--- src/rtl/bit_permute_pkg.sv ---
// Shared types and the width-generic permutation function for bit_permute_reg.
// The buffer occupancy enum doubles as the skid buffer state encoding.
package bit_permute_pkg;

  typedef enum logic [1:0] {
    PASS            = 2'd0,
    BIT_REV         = 2'd1,
    BYTE_SWAP       = 2'd2,
    BIT_REV_IN_BYTE = 2'd3
  } perm_mode_e;

  typedef enum logic [1:0] {
    OCC_0 = 2'd0,
    OCC_1 = 2'd1,
    OCC_2 = 2'd2
  } occ_e;

  localparam int PERM_MAX_W = 256;
  localparam int PERM_IDX_W = $clog2(PERM_MAX_W);

  // Operates on the low w bits of a PERM_MAX_W carrier; w must be a
  // multiple of 8 and a constant at each call site.
  function automatic logic [PERM_MAX_W-1:0] permute_word(
    input logic [PERM_MAX_W-1:0] d,
    input int                    w,
    input perm_mode_e            m
  );
    logic [PERM_MAX_W-1:0] r;
    int                    nb;
    int                    src;
    r  = '0;
    nb = w / 8;
    for (int i = 0; i < PERM_MAX_W; i++) begin
      if (i < w) begin
        case (m)
          BIT_REV:         src = w - 1 - i;
          BYTE_SWAP:       src = (nb - 1 - i / 8) * 8 + i % 8;
          BIT_REV_IN_BYTE: src = (i / 8) * 8 + 7 - i % 8;
          default:         src = i;
        endcase
        r[i[PERM_IDX_W-1:0]] = d[src[PERM_IDX_W-1:0]];
      end
    end
    return r;
  endfunction

endpackage

--- src/rtl/bit_permute_if.sv ---
// Stream bundle for bit_permute_reg: input word/mode, permuted output and transfer count.
// Handshakes: a transfer happens in a cycle where valid and ready are both high.
interface bit_permute_if
  import bit_permute_pkg::*;
#(
  parameter int WIDTH = 8,
  parameter int CNT_W = 16
);
  logic             in_valid;
  logic             in_ready;
  logic [WIDTH-1:0] in_data;
  perm_mode_e       in_mode;
  logic             out_valid;
  logic             out_ready;
  logic [WIDTH-1:0] out_data;
  logic [CNT_W-1:0] out_count;
  occ_e             occ;
`ifdef BIT_PERMUTE_PARITY_EN
  logic             out_parity;

  modport master (
    output in_valid, in_data, in_mode, out_ready,
    input  in_ready, out_valid, out_data, out_count, occ, out_parity
  );

  modport slave (
    input  in_valid, in_data, in_mode, out_ready,
    output in_ready, out_valid, out_data, out_count, occ, out_parity
  );
`else
  modport master (
    output in_valid, in_data, in_mode, out_ready,
    input  in_ready, out_valid, out_data, out_count, occ
  );

  modport slave (
    input  in_valid, in_data, in_mode, out_ready,
    output in_ready, out_valid, out_data, out_count, occ
  );
`endif
endinterface

--- src/rtl/bit_permute_skid.sv ---
// Two-entry FIFO-ordered valid/ready buffer; head entry drives the output directly.
// in_ready is registered from next occupancy, so there is no path from out_ready.
module bit_permute_skid
  import bit_permute_pkg::*;
#(
  parameter int DW = 8
)(
  input  logic          clk,
  input  logic          reset,
  input  logic          in_valid_i,
  output logic          in_ready_o,
  input  logic [DW-1:0] in_data_i,
  output logic          out_valid_o,
  input  logic          out_ready_i,
  output logic [DW-1:0] out_data_o,
  output occ_e          state_o
);

  occ_e          state_q;
  logic [DW-1:0] head_q;
  logic [DW-1:0] tail_q;
  logic          valid_q;
  logic          ready_q;
  logic          push;
  logic          pop;

  assign push = in_valid_i & ready_q;
  assign pop  = valid_q & out_ready_i;

  always_ff @(posedge clk) begin
    if (!reset) begin
      state_q <= OCC_0;
      head_q  <= '0;
      tail_q  <= '0;
      valid_q <= 1'b0;
      ready_q <= 1'b0;
    end else begin
      ready_q <= 1'b1;
      case (state_q)
        OCC_0: begin
          if (push) begin
            head_q  <= in_data_i;
            state_q <= OCC_1;
            valid_q <= 1'b1;
          end
        end
        OCC_1: begin
          if (push && pop) begin
            head_q <= in_data_i;
          end else if (push) begin
            tail_q  <= in_data_i;
            state_q <= OCC_2;
            ready_q <= 1'b0;
          end else if (pop) begin
            state_q <= OCC_0;
            valid_q <= 1'b0;
          end
        end
        // Full: ready_q is low here, so no push can coincide with the pop.
        OCC_2: begin
          if (pop) begin
            head_q  <= tail_q;
            state_q <= OCC_1;
          end else begin
            ready_q <= 1'b0;
          end
        end
        default: begin
          state_q <= OCC_0;
          valid_q <= 1'b0;
        end
      endcase
    end
  end

  assign in_ready_o  = ready_q;
  assign out_valid_o = valid_q;
  assign out_data_o  = head_q;
  assign state_o     = state_q;

endmodule

--- src/rtl/bit_permute_reg.sv ---
// Registered bit/byte permuter with 2-entry output buffer and transfer counter.
// Optional macro BIT_PERMUTE_PARITY_EN adds a per-word even-parity output.
module bit_permute_reg
  import bit_permute_pkg::*;
#(
  parameter int WIDTH = 8,
  parameter int CNT_W = 16
)(
  input  logic  clk,
  input  logic  reset,
  bit_permute_if.slave bus
);

`ifdef BIT_PERMUTE_PARITY_EN
  localparam int DW = WIDTH + 1;
`else
  localparam int DW = WIDTH;
`endif

  logic [WIDTH-1:0] perm;
  logic [DW-1:0]    skid_in;
  logic [DW-1:0]    skid_out;
  logic             in_ready;
  logic             out_valid;
  logic [CNT_W-1:0] out_count_q;
  logic [CNT_W-1:0] out_count_d;

  always_comb begin
    perm = WIDTH'(permute_word(PERM_MAX_W'(bus.in_data), WIDTH, bus.in_mode));
  end

`ifdef BIT_PERMUTE_PARITY_EN
  assign skid_in = {^perm, perm};
`else
  assign skid_in = perm;
`endif

  bit_permute_skid #(
    .DW (DW)
  ) u_skid (
    .clk         (clk),
    .reset       (reset),
    .in_valid_i  (bus.in_valid),
    .in_ready_o  (in_ready),
    .in_data_i   (skid_in),
    .out_valid_o (out_valid),
    .out_ready_i (bus.out_ready),
    .out_data_o  (skid_out),
    .state_o     (bus.occ)
  );

  always_comb begin
    out_count_d = out_count_q;
    if (out_valid && bus.out_ready) begin
      out_count_d = out_count_q + CNT_W'(1);
    end
  end

  always_ff @(posedge clk) begin
    if (!reset) begin
      out_count_q <= '0;
    end else begin
      out_count_q <= out_count_d;
    end
  end

  assign bus.in_ready  = in_ready;
  assign bus.out_valid = out_valid;
  assign bus.out_data  = skid_out[WIDTH-1:0];
  assign bus.out_count = out_count_q;
`ifdef BIT_PERMUTE_PARITY_EN
  assign bus.out_parity = skid_out[WIDTH];
`endif

endmodule

--- src/flat_wrapper.sv ---
// flat-port wrapper written by rule: the top's interface ports become plain ports
module bit_permute_reg_flat import bit_permute_pkg::*;
#(
  parameter int WIDTH = 8,
  parameter int CNT_W = 16
)
  (clk, reset, bus_in_valid, bus_in_data, bus_in_mode, bus_out_ready, bus_in_ready, bus_out_valid, bus_out_data, bus_out_count, bus_occ);
  bit_permute_if #(.WIDTH(WIDTH), .CNT_W(CNT_W)) bus_i ();
  input  logic clk;
  input  logic reset;
  input wire logic [$bits(bus_i.in_valid)-1:0] bus_in_valid;
  input wire logic [$bits(bus_i.in_data)-1:0] bus_in_data;
  input wire logic [$bits(bus_i.in_mode)-1:0] bus_in_mode;
  input wire logic [$bits(bus_i.out_ready)-1:0] bus_out_ready;
  output wire logic [$bits(bus_i.in_ready)-1:0] bus_in_ready;
  output wire logic [$bits(bus_i.out_valid)-1:0] bus_out_valid;
  output wire logic [$bits(bus_i.out_data)-1:0] bus_out_data;
  output wire logic [$bits(bus_i.out_count)-1:0] bus_out_count;
  output wire logic [$bits(bus_i.occ)-1:0] bus_occ;
  assign bus_i.in_valid = bus_in_valid;
  assign bus_i.in_data = bus_in_data;
  assign bus_i.in_mode = bus_in_mode;
  assign bus_i.out_ready = bus_out_ready;
  assign bus_in_ready = bus_i.in_ready;
  assign bus_out_valid = bus_i.out_valid;
  assign bus_out_data = bus_i.out_data;
  assign bus_out_count = bus_i.out_count;
  assign bus_occ = bus_i.occ;
  bit_permute_reg #(.WIDTH(WIDTH), .CNT_W(CNT_W)) u_core (.clk(clk), .reset(reset), .bus(bus_i));
endmodule
--- config.mk ---
export PLATFORM = sky130hd
export DESIGN_NAME = bit_permute_reg_flat
export DESIGN_NICKNAME = d
export VERILOG_FILES = /design/src/rtl/bit_permute_pkg.sv /design/src/rtl/bit_permute_if.sv /design/src/rtl/bit_permute_skid.sv /design/src/rtl/bit_permute_reg.sv /design/src/flat_wrapper.sv
export SDC_FILE = /design/constraint.sdc
export NUM_CORES = 1
export LEC_CHECK = 0
export CORE_MARGIN = 10
export CORE_UTILIZATION = 30
export CTS_CLUSTER_DIAMETER = 40
export DETAILED_ROUTE_END_ITERATION = 16
export DONT_BUFFER_PORTS = 1
export MAX_ROUTING_LAYER = met4
export PLACE_DENSITY = 0.5
export REMOVE_ABC_BUFFERS = 1
export SLEW_MARGIN = 10
export SYNTH_ARGS = -nofsm -noshare
export SYNTH_HDL_FRONTEND = slang
export SYNTH_SLANG_ARGS = --single-unit
--- constraint.sdc ---
create_clock -name clk -period 1.9 [get_ports clk]
set_clock_uncertainty 0.2 [all_clocks]
set_input_delay 0.38 -clock clk [delete_from_list [all_inputs] [get_ports clk]]
set_output_delay 0.38 -clock clk [all_outputs]
set_load 0.01 [all_outputs]
==> impl_metrics.csv <==
group,metric,value,unit
die,die_area,0.00938,mm2
yosys,avgSynthCellArea,8.65,um2
layout,area_growth,18.8,%
detailed_routing,post_drt_wl_per_cell,13.8,um
global_routing,grt_max_degree,26,
global_routing,grt_usage,0.0911,
place,placed_area,0.00200,mm2
detailed_routing,drtIter0Drc,35,
pwr,totalPowerFinal,2170,uW
detailed_routing,drc,0,
timing,finalSetupViolations,0,
worst_setup_path,r2r_cells,4,
die,die_x,96.9,um
run,cap_violations,0,
pwr,powerDensity,1030,mW/mm2
timing,relSlewSlack,0.688,
worst_setup_path,end_kind,"flop",
worst_setup_path,r2r_start,"u_core.u_skid.state_o[1]",
detailed_routing,finalWirelength,4130,um
global_routing,grt_pass1_wl,7060,um
yosys,async_flop_share,0,
status,status,"complete, no violations",
pwr,ir_worst_vdd,0.000493,V
die,io_pins,42,
clocking,cts_sinks,36,
worst_setup_path,cp-start-kind,"flop",
yosys,synth_cell_type_count,35,
clocking,tritoncts,"done",
clocking,root_buffer,"clkbuf_8",
detailed_routing,dr.pass1.iters,4,
layout,fin_area,0.00211,mm2
worst_hold_path,holdPathEnd,"u_core.u_skid.out_data_o[1]",
timing,drv_slew,0,
clocking,postCtsSetupRepairBufs,0,
yosys,synth_edf_count,0,
timing,hold_viol,0,
die,fp-row-count,27,
clocking,clk_pin_slew,0.07,ns
timing,rsz0062_at_grt,"false",
layout,layout_commonest_cell,"dfxtp_1",
pwr,leakagePower,0.000772,uW
worst_setup_path,critPathMaxFanout,7,
layout,drive_gt1_frac,0.175,
detailed_routing,num_vias,1447,
clocking,clockBufferDepth,2,
worst_setup_path,arrival,1.74,ns
die,start_util,0.316,
place,hpwl,3140,um
detailed_routing,vias_per_cell,4.82,
yosys,synth.cell_area,0.00177,mm2
timing,period_minus_slack,1.73,ns
worst_hold_path,hp-class,"input pin to flop",
timing,worst-slew-pin-transition,0.464,ns
worst_hold_path,worstHoldStart,"reset",
clocking,clock_latency,0.28,ns
global_routing,antenna_found_initial,0,
yosys,yosysSeqAreaShare,0.406,
layout,n_antenna_cell,0,
global_routing,overflow,0,
place,portBuffers,0,
yosys,synthCells,205,
yosys,yosys_register_bits,36,
detailed_routing,postRouteAntennaNets,0,
clocking,cts_buffers,5,
global_routing,grt_pass1_vias,1371,
timing,min_period_over_period,0.911,
timing,fmaxAchievable,578,MHz
worst_setup_path,path_class,"flop to flop",
place,gp_congestion,0.771,
clocking,htreeDepth,2,
die,die_h,96.9,um
worst_hold_path,whs_path_depth,2,
yosys,synth_ff_type,"dfxtp_1",
layout,layout.nets,247,
worst_setup_path,r2r_setup_slack,0.17,ns
layout,mostFrequentLayoutCells,"35 x dfxtp_1, 28 x nand2_1, 24 x buf_4",
worst_setup_path,cp.required,1.91,ns
worst_setup_path,r2r_end,"u_core.u_skid.state_o[1]",
yosys,ys_warn_count,0,
die,core,0.00561,mm2
cell usage after synthesis, drive strengths merged (2+ instances only):
cell type  count  area (um2)
a211oi         9        67.6
a21boi         2        15.0
a21oi          4        20.0
buf            6        51.3
clkbuf         4        15.0
dfxtp         36         721
ha             6        75.1
inv            5        18.8
mux2i         11         110
nand2         28         105
nand2b         3        18.8
nand3         13        65.1
nand4          5        37.5
nor2          23        86.3
nor3           3        15.0
nor4           5        37.5
o21ai         18        90.1
or3            2        12.5
xnor2          9        78.8
xor2           2        17.5
critical path, cell delays in order, from the launching register on:
cell,delay (ns)
dfxtp_1,0.33
inv_1,0.08
ha_1,0.32
or4b_2,0.61
mux2i_1,0.13
metrics by stage:
step / setup WS [ns] / TNS, ns / cells / utilization / hold WS (ns)
after floorplan: -0.265 / -2.12 / 195 / - / 0.278
after global placement: 0.0925 / 0 / 292 / 0.356 / 0.287
after detailed placement: 0.0819 / 0 / 292 / 0.356 / 0.293
after CTS: 0.0667 / 0 / 300 / 0.375 / 0.0233
after global routing: 0.0200 / 0 / 300 / 0.376 / 0.0284
final: 0.169 / 0 / 300 / 0.376 / 0.0329
cells by family (layout without fill, tap and decap cells):
kind of cell	after synthesis	after routing	share of synthesized area
XOR/XNOR	11	11	0.0543
AO/OA/AOI/OAI	39	39	0.148
adder cells (fa/ha/maj)	6	6	0.0423
multiplexers	11	11	0.0621
buffers and inverters	16	39	0.0501
AND/OR/NAND/NOR	86	86	0.236
flip-flops	36	36	0.406
registers in the layout, summed over array words and instances, names as in the netlist:
signal and count:
u_core.u_skid.tail_q 8, u_core.u_skid.out_data_o 8, u_core.bus.out_count 16, u_core.u_skid.out_valid_o 1
u_core.u_skid.in_ready_o 1, u_core.u_skid.state_o 2
layout make-up:
| class | instances | area [um2] |
|---|---|---|
| multi-input combinational | 153 | 963 |
| tap | 72 | 90.1 |
| timing repair buffer | 25 | 200 |
| clock inverter | 2 | 35.0 |
| inverter | 6 | 22.5 |
| fill | 603 | 3500 |
| clock buffer | 6 | 72.6 |
| sequential | 36 | 722 |
worst max path at each step:
stage | endpoint | startpoint | slack, ns
6_report | u_core.u_skid.state_o[1] | u_core.u_skid.state_o[1] | 0.17
5_1_grt | u_core.bus.out_count[10] | u_core.bus.out_count[1] | 0.02
3_3_place_gp | u_core.u_skid.out_data_o[6] | u_core.u_skid.state_o[0] | 0.09
2_1_floorplan | u_core.u_skid.out_data_o[0] | u_core.u_skid.state_o[0] | -0.27
3_5_place_dp | u_core.u_skid.out_data_o[6] | u_core.u_skid.state_o[0] | 0.08
4_1_cts | u_core.u_skid.out_data_o[3] | u_core.u_skid.state_o[0] | 0.07
power breakdown:
group / leakage (uW) / internal, uW / switching, uW
sequential: 0.000292 / 859 / 103
combinational: 0.000424 / 249 / 292
clock: 0.0000552 / 390 / 275
per-layer routing:
layer / part of all wire / vias up / track usage
met1: 0.45 / 643 / 0.105
met3: 0.10 / 6 / 0.0476
li1: - / 759 / -
met5: 0 / - / -
met4: 0.013 / 0 / 0.0304
met2: 0.43 / 39 / 0.132
timing repair:
item | in CTS | in global routing
hold buffers | 0 | 0
endpoints found under the hold margin | 0 | 0
gates resized for setup | 0 | 2
endpoints found under the setup margin | 0 | 8
(Power assumes the default switching activity.)
